**src/rtl/alu_exec_unit.sv**
```systemverilog
// alu_exec_unit: registered ALU execute stage with control decode, zero flag and branch resolution.
// Optional SLL/SRL decode when ALU_EXEC_SHIFT_EN is defined.
module alu_exec_unit #(
  parameter int DATA_W = 32
) (
  input  logic              clk,
  input  logic              rst,
  input  logic [1:0]        alu_op,
  input  logic [5:0]        funct,
  input  logic [4:0]        shamt,
  input  logic [DATA_W-1:0] operand_a,
  input  logic [DATA_W-1:0] operand_b,
  input  logic              branch,
  output logic [3:0]        alu_ctrl,
  output logic [DATA_W-1:0] alu_result,
  output logic              zero,
  output logic              take_branch
);
  localparam logic [3:0] C_AND = 4'b0000;
  localparam logic [3:0] C_OR  = 4'b0001;
  localparam logic [3:0] C_ADD = 4'b0010;
  localparam logic [3:0] C_SUB = 4'b0110;
  localparam logic [3:0] C_SLT = 4'b0111;
  localparam logic [3:0] C_SLL = 4'b1000;
  localparam logic [3:0] C_SRL = 4'b1001;
  localparam logic [3:0] C_NOR = 4'b1100;
  localparam logic [3:0] C_INV = 4'b1111;
  logic [3:0]        ctrl_d;
  logic [3:0]        rtype_ctrl;
  logic [DATA_W-1:0] res_d;
  logic              slt;
  logic              zero_d;
`ifndef ALU_EXEC_SHIFT_EN
  logic unused_shamt;
  assign unused_shamt = ^shamt;
`endif
  assign slt = $signed(operand_a) < $signed(operand_b);
  always_comb begin
    rtype_ctrl = funct == 6'b100000 ? C_ADD :
                 funct == 6'b100010 ? C_SUB :
                 funct == 6'b100100 ? C_AND :
                 funct == 6'b100101 ? C_OR  :
                 funct == 6'b101010 ? C_SLT :
                 funct == 6'b100111 ? C_NOR :
`ifdef ALU_EXEC_SHIFT_EN
                 funct == 6'b000000 ? C_SLL :
                 funct == 6'b000010 ? C_SRL :
`endif
                 C_INV;
    ctrl_d = alu_op == 2'b01 ? C_SUB :
             alu_op == 2'b10 ? rtype_ctrl : C_ADD;
    res_d = ctrl_d == C_ADD ? operand_a + operand_b :
            ctrl_d == C_SUB ? operand_a - operand_b :
            ctrl_d == C_AND ? operand_a & operand_b :
            ctrl_d == C_OR  ? operand_a | operand_b :
            ctrl_d == C_NOR ? ~(operand_a | operand_b) :
            ctrl_d == C_SLT ? {{(DATA_W-1){1'b0}}, slt} :
`ifdef ALU_EXEC_SHIFT_EN
            ctrl_d == C_SLL ? operand_b << shamt :
            ctrl_d == C_SRL ? operand_b >> shamt :
`endif
            '0;
    zero_d = res_d == '0;
  end
  always_ff @(posedge clk or negedge rst) begin
    if (!rst) begin
      alu_ctrl    <= '0;
      alu_result  <= '0;
      zero        <= 1'b0;
      take_branch <= 1'b0;
    end else begin
      alu_ctrl    <= ctrl_d;
      alu_result  <= res_d;
      zero        <= zero_d;
      take_branch <= branch & zero_d;
    end
  end
endmodule

```
**config.mk**
```make
export PLATFORM = sky130hd
export DESIGN_NAME = alu_exec_unit
export DESIGN_NICKNAME = d
export VERILOG_FILES = /design/src/rtl/alu_exec_unit.sv
export SDC_FILE = /design/constraint.sdc
export NUM_CORES = 1
export LEC_CHECK = 0
export CAP_MARGIN = 10
export CELL_PAD_IN_SITES_DETAIL_PLACEMENT = 1
export CELL_PAD_IN_SITES_GLOBAL_PLACEMENT = 1
export CORE_ASPECT_RATIO = 2
export CORE_MARGIN = 2
export CORE_UTILIZATION = 43
export DETAILED_ROUTE_END_ITERATION = 10
export GPL_TIMING_DRIVEN = 0
export PLACE_DENSITY_LB_ADDON = 0.1
export SYNTH_ARGS = -nofsm -noshare
export SYNTH_HDL_FRONTEND = slang
export SYNTH_SLANG_ARGS = --single-unit
```
**constraint.sdc**
```tcl
create_clock -name clk -period 0.8 [get_ports clk]
set_input_delay 0.08 -clock clk [delete_from_list [all_inputs] [get_ports clk]]
set_output_delay 0.08 -clock clk [all_outputs]
set_load 0.05 [all_outputs]
```
==> results by stage, run 1 <==
Yosys:
- The main combinational cell family by area after synthesis is compound AO/OA/AOI/OAI gates.
- The mean cell area of the mapped netlist is approximately 7.5 um2.
- Counting flops with a built-in enable in the synthesized netlist gives 0.
- The post-synthesis async set-or-reset flop share is 1.00.
- The synthesized-area fraction occupied by ao, oa, aoi and oai cells was 0.330.
- Synthesis handed over a netlist of 889 instances.
- Of the total synthesized cell area, the portion taken by AND, OR, NAND and NOR gates is 0.200.
- The most common flop cell mapped by yosys is sky130_fd_sc_hd__dfrtp_1.
- During synthesis, Yosys emitted a total of 0 warnings.
- The share of the Yosys chip area taken by registers is 0.142.
- After synthesis, the share of cell area in mux cells is 0.
- Of the total synthesized cell area, the portion taken by full adders, half adders and majority gates is 0.186.
- The xor and xnor fraction of the mapped netlist area is 0.0563.
- Summing every instance area after synthesis gives 6690 um2.
- The number of different library cells in the post-synthesis netlist is 85.
- The number of flip-flops and latches in the synthesized netlist is 38.
- Synthesis produced a netlist with a net count of 1067.

Global routing:
- The total global routing overflow is 33.
- The first global-routing pass estimated 78.5 mm of wire.
- The overall track demand over capacity in global routing is 0.624.
- The number of global-route vias before repair was 12000.
- The pin count of the biggest net entering global routing is 39.

Outcome:
- It got as far as global routing (5_1_grt) and failed there.
- The run stopped with a tool error.
- The first error in the log reads "[ERROR GRT-0116] Global routing finished with congestion. Check the congestion regions in the DRC Viewer".

Floorplan:
- The floorplan row count is 64.
- The overall die height is around 180 um.
- Measured along the x axis, the die boundary spans slightly above 90 um.
- The I/O pin count is 118.
- The starting density of the core is 0.437.

Clocking:
- The cell at the root of the clock tree is sky130_fd_sc_hd__clkbuf_16.
- The H-tree depth is 2.
- The number of CTS-inserted buffers is 5.
- The count of clock tree sinks is 38.
- The longest clock path from root to sink contains 2 buffers.

Placed design:
- Routability-driven placement finished with a final weighted congestion of 1.03.
- Port buffering added ~110 buffers.
- The placed wire-length estimate is 24.1 mm.
metal layers:
| layer | global-route usage | GRT overflow |
|---|---|---|
| met5 | 0.0710 | 0 |
| met4 | 0.655 | 19 |
| met3 | 0.361 | 0 |
| met2 | 0.895 | 14 |
| met1 | 0.582 | 0 |
what timing repair did:
item	4_1_cts
gates resized for setup	833
setup endpoints to repair	76
hold endpoints to repair	38
pin swaps	129
buffers inserted	128
gates cloned	2
metrics by stage:
stage / setup WS (ns) / std cells / TNS (ns) / util / cell area [um2]
floorplan: -2.08 / 889 / -40.67 / - / 6990
global placement: -3.88 / 1198 / -153.37 / 0.546 / 8350
detailed placement: -3.95 / 1198 / -107.98 / 0.545 / 8340
CTS: -2.41 / 1333 / -49.07 / 0.730 / 11200
cell families after synthesis:
group | count (synthesis)
xor gates and xnor gates | 43
buffers and inverters | 141
DFF | 38
and+or+nand+nor | 253
adders and majority gates | 98
AOI/OAI and AO/OA | 316
synthesized netlist by cell type (4+ instances only):
| master | count | share of area |
|---|---|---|
| sky130_fd_sc_hd__o211ai_1 | 10 | 0.011 |
| sky130_fd_sc_hd__nor2b_1 | 15 | 0.014 |
| sky130_fd_sc_hd__a22oi_1 | 19 | 0.021 |
| sky130_fd_sc_hd__and3_1 | 10 | 0.0094 |
| sky130_fd_sc_hd__nor2_1 | 72 | 0.040 |
| sky130_fd_sc_hd__a221oi_1 | 9 | 0.012 |
| sky130_fd_sc_hd__buf_2 | 19 | 0.014 |
| sky130_fd_sc_hd__nor4_1 | 17 | 0.016 |
| sky130_fd_sc_hd__o31ai_1 | 17 | 0.019 |
| sky130_fd_sc_hd__nand2b_1 | 14 | 0.013 |
| sky130_fd_sc_hd__clkbuf_1 | 20 | 0.011 |
| sky130_fd_sc_hd__ha_1 | 96 | 0.18 |
| sky130_fd_sc_hd__a31oi_1 | 11 | 0.010 |
| sky130_fd_sc_hd__o22ai_1 | 11 | 0.010 |
| sky130_fd_sc_hd__o2111ai_1 | 4 | 0.0052 |
| sky130_fd_sc_hd__nor3_1 | 18 | 0.013 |
| sky130_fd_sc_hd__buf_1 | 4 | 0.0022 |
| sky130_fd_sc_hd__a311oi_1 | 6 | 0.0079 |
| sky130_fd_sc_hd__o221ai_1 | 8 | 0.010 |
| sky130_fd_sc_hd__o21ai_0 | 50 | 0.037 |
| sky130_fd_sc_hd__xor2_1 | 10 | 0.013 |
| sky130_fd_sc_hd__inv_1 | 92 | 0.052 |
| sky130_fd_sc_hd__a21o_1 | 13 | 0.015 |
| sky130_fd_sc_hd__a211oi_1 | 10 | 0.011 |
| sky130_fd_sc_hd__and2_1 | 6 | 0.0056 |
| sky130_fd_sc_hd__o21bai_1 | 6 | 0.0067 |
| sky130_fd_sc_hd__nand4_1 | 5 | 0.0047 |
| sky130_fd_sc_hd__nand3_1 | 13 | 0.0097 |
| sky130_fd_sc_hd__dfrtp_1 | 38 | 0.14 |
| sky130_fd_sc_hd__a221o_1 | 10 | 0.015 |
| sky130_fd_sc_hd__xnor2_1 | 33 | 0.043 |
| sky130_fd_sc_hd__o21a_1 | 6 | 0.0067 |
| sky130_fd_sc_hd__or2_2 | 5 | 0.0047 |
| sky130_fd_sc_hd__or3_1 | 5 | 0.0047 |
| sky130_fd_sc_hd__a21oi_1 | 77 | 0.058 |
| sky130_fd_sc_hd__nand2_1 | 46 | 0.026 |
| sky130_fd_sc_hd__a2111oi_0 | 7 | 0.0092 |
==> run 2, diff against run 1 <==
==> config.mk (replaced) <==
export PLATFORM = sky130hd
export DESIGN_NAME = alu_exec_unit
export DESIGN_NICKNAME = d
export VERILOG_FILES = /design/src/rtl/alu_exec_unit.sv
export SDC_FILE = /design/constraint.sdc
export NUM_CORES = 1
export LEC_CHECK = 0
export CAP_MARGIN = 10
export CORE_MARGIN = 2
export CORE_UTILIZATION = 30
export DETAILED_ROUTE_END_ITERATION = 10
export GPL_TIMING_DRIVEN = 0
export PLACE_DENSITY_LB_ADDON = 0.15
export SYNTH_ARGS = -nofsm -noshare
export SYNTH_HDL_FRONTEND = slang
export SYNTH_SLANG_ARGS = --single-unit
==> results by stage, run 2 <==
Outcome:
- The run finished, with violations left.
- The final reports fail on negative hold slack, negative setup slack.

Worst setup path:
- The number of buffers and inverters on the critical path is 4.
- Of all nets on the critical path, the largest fanout is 3.
- The worst stage delay on the critical path is approximately 0.38 ns.
- The largest individual stage delay along the critical path comes from the cell sky130_fd_sc_hd__a2111oi_4.
- The classification of the worst setup path is input port to register.
- Traced cell by cell, the critical path runs through buf_12, ha_4, inv_2, fa_2, and2b_2, o2111ai_4, a2111oi_4, buf_4, o21ai_4, buf_6, a311oi_2, a22oi_2, nor2_1, and4bb_2, nand4bb_4, nor4_4, and4_1.
- STA classifies the critical path endpoint as a register.
- The required time at the worst-slack endpoint is 1.03 ns.
- At the worst endpoint, the arrival time is 3.26 ns.
- The worst setup path is launched from an input port.
- The critical path crosses 17 cells after its start point.
- Among cell families on the critical path, the largest total delay comes from simple AND/OR/NAND/NOR gates.

Global routing:
- The pin count of the biggest net entering global routing is 39.
- The number of global-route vias before repair came to roughly 8500.
- The first global-routing pass estimated 48.4 mm of wire.
- The total global routing overflow is 0.
- In the global route stage, overall resource usage came out at 0.258.
- The initial antenna violation count is 0.

Yosys:
- The fraction of the yosys area taken by sequential cells is 0.142 (unchanged).
- The number of different library cells in the post-synthesis netlist came to 85 (unchanged).
- In the synthesized netlist, the cells that appear most often are sky130_fd_sc_hd__ha_1 (96), sky130_fd_sc_hd__inv_1 (92), sky130_fd_sc_hd__a21oi_1 (77), sky130_fd_sc_hd__nor2_1 (72), sky130_fd_sc_hd__o21ai_0 (50).
- The post-synthesis instance total is 889 (unchanged).
- The cell type with the largest total area after synthesis is sky130_fd_sc_hd__ha_1.
- sky130_fd_sc_hd__ha_1 is the most common cell in the netlist.
- The count of synthesis-stage warnings from yosys is 0 (unchanged).
- Ranked by total cell area, the synthesized netlist is headed by sky130_fd_sc_hd__ha_1 (18%), sky130_fd_sc_hd__dfrtp_1 (14%), sky130_fd_sc_hd__a21oi_1 (5.8%).
- The area of the mapped netlist was 6690 um2 (unchanged).
- The number of flip-flops and latches in the synthesized netlist is 38 (unchanged).
- The post-synthesis async set-or-reset flop share is 1.00 (unchanged).
- The net count of the mapped netlist is 1067 (unchanged).
- The most used flip-flop cell after synthesis is sky130_fd_sc_hd__dfrtp_1.
- The area share of the largest cell type after synthesis is 0.180 (unchanged).
- The mean cell area of the mapped netlist is 7.52 um2 (unchanged).
- The number of enable flip-flop cells after synthesis is 0 (unchanged).

Floorplan:
- The starting density of the core is 0.306 (-0.131).
- The horizontal extent of the die was 153 um (+66%).
- The overall die height is 153 um (-15%).
- The floorplan row count was 54 (-16%).
- The I/O pin count is 118 (unchanged).
- The area of the die is around 23000 um2.
- The placeable core region is 21800 um2.

Timing:
- The count of pins over their slew limit came to 0.
- The minimum setup slack in the final design is -2.23 ns.
- Setup repair after global routing could not meet its margin everywhere.
- The relative max-transition margin is 0.407.
- The shortest period the worst path allows is 3.03 ns.
- In the finished design, the share of the clock period the worst path needs comes to 3.79.
- The maximum achievable frequency is 330 MHz.
- For the pin with the worst max-slew slack, the measured transition is 0.890 ns.
- Final hold analysis gives a worst-case slack of -0.0824 ns.
- Setup violations remaining at the end of the flow were counted as 75.
- The hold violation count in the final report came to 38.

Routing:
- The detail route stage leaves a number of antenna-violating nets equal to 0.
- The remaining design rule violation count is 0.
- The pre-antenna-repair detailed-routing pass consisted of 5 iterations.
- Dividing the detail-routed via count by the number of cells gives 5.83.
- The first routing iteration left 822 violations.
- The total routed wirelength is around 32 mm.
- The routed via count is 8573.
- The post-detailed-route wirelength per cell is 21.6 um.

Clocking:
- The buffer levels on the longest clock path came to 2 (unchanged).
- The H-tree depth came to 2 (unchanged).
- The number of CTS-inserted buffers is 5 (unchanged).
- After clock tree synthesis, the clock-pin slew on the worst setup and hold paths is 0.06 ns.
- The cell at the root of the clock tree is sky130_fd_sc_hd__clkbuf_16.
- The CTS tree is yes.
- The count of clock tree sinks is 38 (unchanged).

Power:
- Dividing total power by cell area gives a power density of 1260 nW/um2.
- The reported leakage power is 5.07 nW.
- The worst IR drop on VDD is 0.820 mV.

Layout:
- The number of flip-flops in the largest register is 32.
- Leaving out fill and tap cells, the most frequent cells in the layout are sky130_fd_sc_hd__buf_4 (150), sky130_fd_sc_hd__buf_6 (99), sky130_fd_sc_hd__ha_1 (61).
- Relative to the synthesized area, the layout overhead comes to 82.4%.
- The commonest non-fill, non-tap cell in the layout is sky130_fd_sc_hd__buf_4.
- The largest registers in the layout are alu_result (32), alu_ctrl (4).
- In the final layout, the share of cells above drive strength 1 is 0.532.
- Ranked by flip-flop count, first place goes to alu_result.
- The repair_antennas step left the layout with diodes totalling 0.
- The finished cells cover 12200 um2.
- The final-stage net count is 1367.

Placed design:
- The number of buffers inserted by port buffering came to 111 (unchanged).
- The weighted congestion at the end of routability-driven global placement was 0.945 (-8.1%).
- The post-placement cell area came to 8450 um2 (+1.2%).
- The placed wire-length estimate was 21.4 mm (-11%).
- The worst slack at placement came to -3.80 ns (+0.145 ns).

Min path:
- The worst hold path belongs to the class input port to async pin.

Run:
- The number of max-capacitance violations reported is 0.
## run 2: cell counts after synthesis
No cell type changed its count.
## run 2: logic make-up (layout without fill, tap and decap cells)
logic type	count (synthesis)	count (layout)	share of synthesized area
compound gates	316	316	0.330
xor+xnor	43	43	0.0563
fa+ha+maj	98	98	0.186
buf+inv	141	442	0.0861
flops	38	38	0.142
simple gates	253	253	0.200
## run 2: area by class of cell
class / count / area [um2]
fill: 1891 / 9620
multi-input combinational: 710 / 7090
timing repair buffer: 304 / 2760
sequential: 38 / 951
buffer: 36 / 442
inverter: 94 / 442
tap: 280 / 350
clock buffer: 5 / 125
clock inverter: 3 / 40.0
## run 2: path summary, 6_finish.rpt
path	from	slack (ns)	endpoint
max	operand_a[0]	-2.23	take_branch
min	rst	-0.08	alu_result[5]
max in group asynchronous	rst	0.33	alu_result[25]
min in group clk	funct[5]	0.21	alu_ctrl[1]
## run 2: routing by layer
layer	part of all wire	GRT usage
met4	0.036	0.0820
met1	0.42	0.349
met2	0.46	0.424
met3	0.080	0.0374
met5	0	0
## run 2: what timing repair did
action / in CTS / in global routing
pin swaps: 153 / 98
setup endpoints to repair: 76 / 76
cloned: 1 / 0
gates resized for setup: 909 / 112
endpoints found under the hold margin: 38 / 0
buffers inserted: 160 / 38
## run 2: report_power, final
group | leakage [nW] | switching (mW) | internal [mW]
sequential | 0.459 | 0.146 | 2.23
clock | 0.0836 | 0.850 | 1.46
combinational | 4.53 | 5.99 | 4.74
total | 5.07 | 6.98 | 8.43
## run 2: metrics by stage
stage	power (mW)	std cells	setup TNS (ns)	util	hold slack, ns
after global placement	9.36	1280	-156.97	0.387	0.721
after floorplan	6.92	889	-40.67	-	-0.216
after detailed placement	9.35	1280	-107.26	0.387	0.259
final	15.4	1470	-52.01	0.559	-0.0824
after CTS	14.5	1444	-50.03	0.534	-0.0434
after global routing	16.0	1470	-54.56	0.559	0.0167
Note: power is estimated with default switching activity, not from simulation.
==> run 3, diff against run 2 <==
--- a/config.mk
+++ b/config.mk
@@ -5,7 +5,7 @@
 export SDC_FILE = /design/constraint.sdc
 export NUM_CORES = 1
 export LEC_CHECK = 0
-export CAP_MARGIN = 10
+export CAP_MARGIN = 20
 export CORE_MARGIN = 2
 export CORE_UTILIZATION = 30
 export DETAILED_ROUTE_END_ITERATION = 10
==> results of run 3 <==
No change in the layout: final DEF, timing and power equal those of run 2.
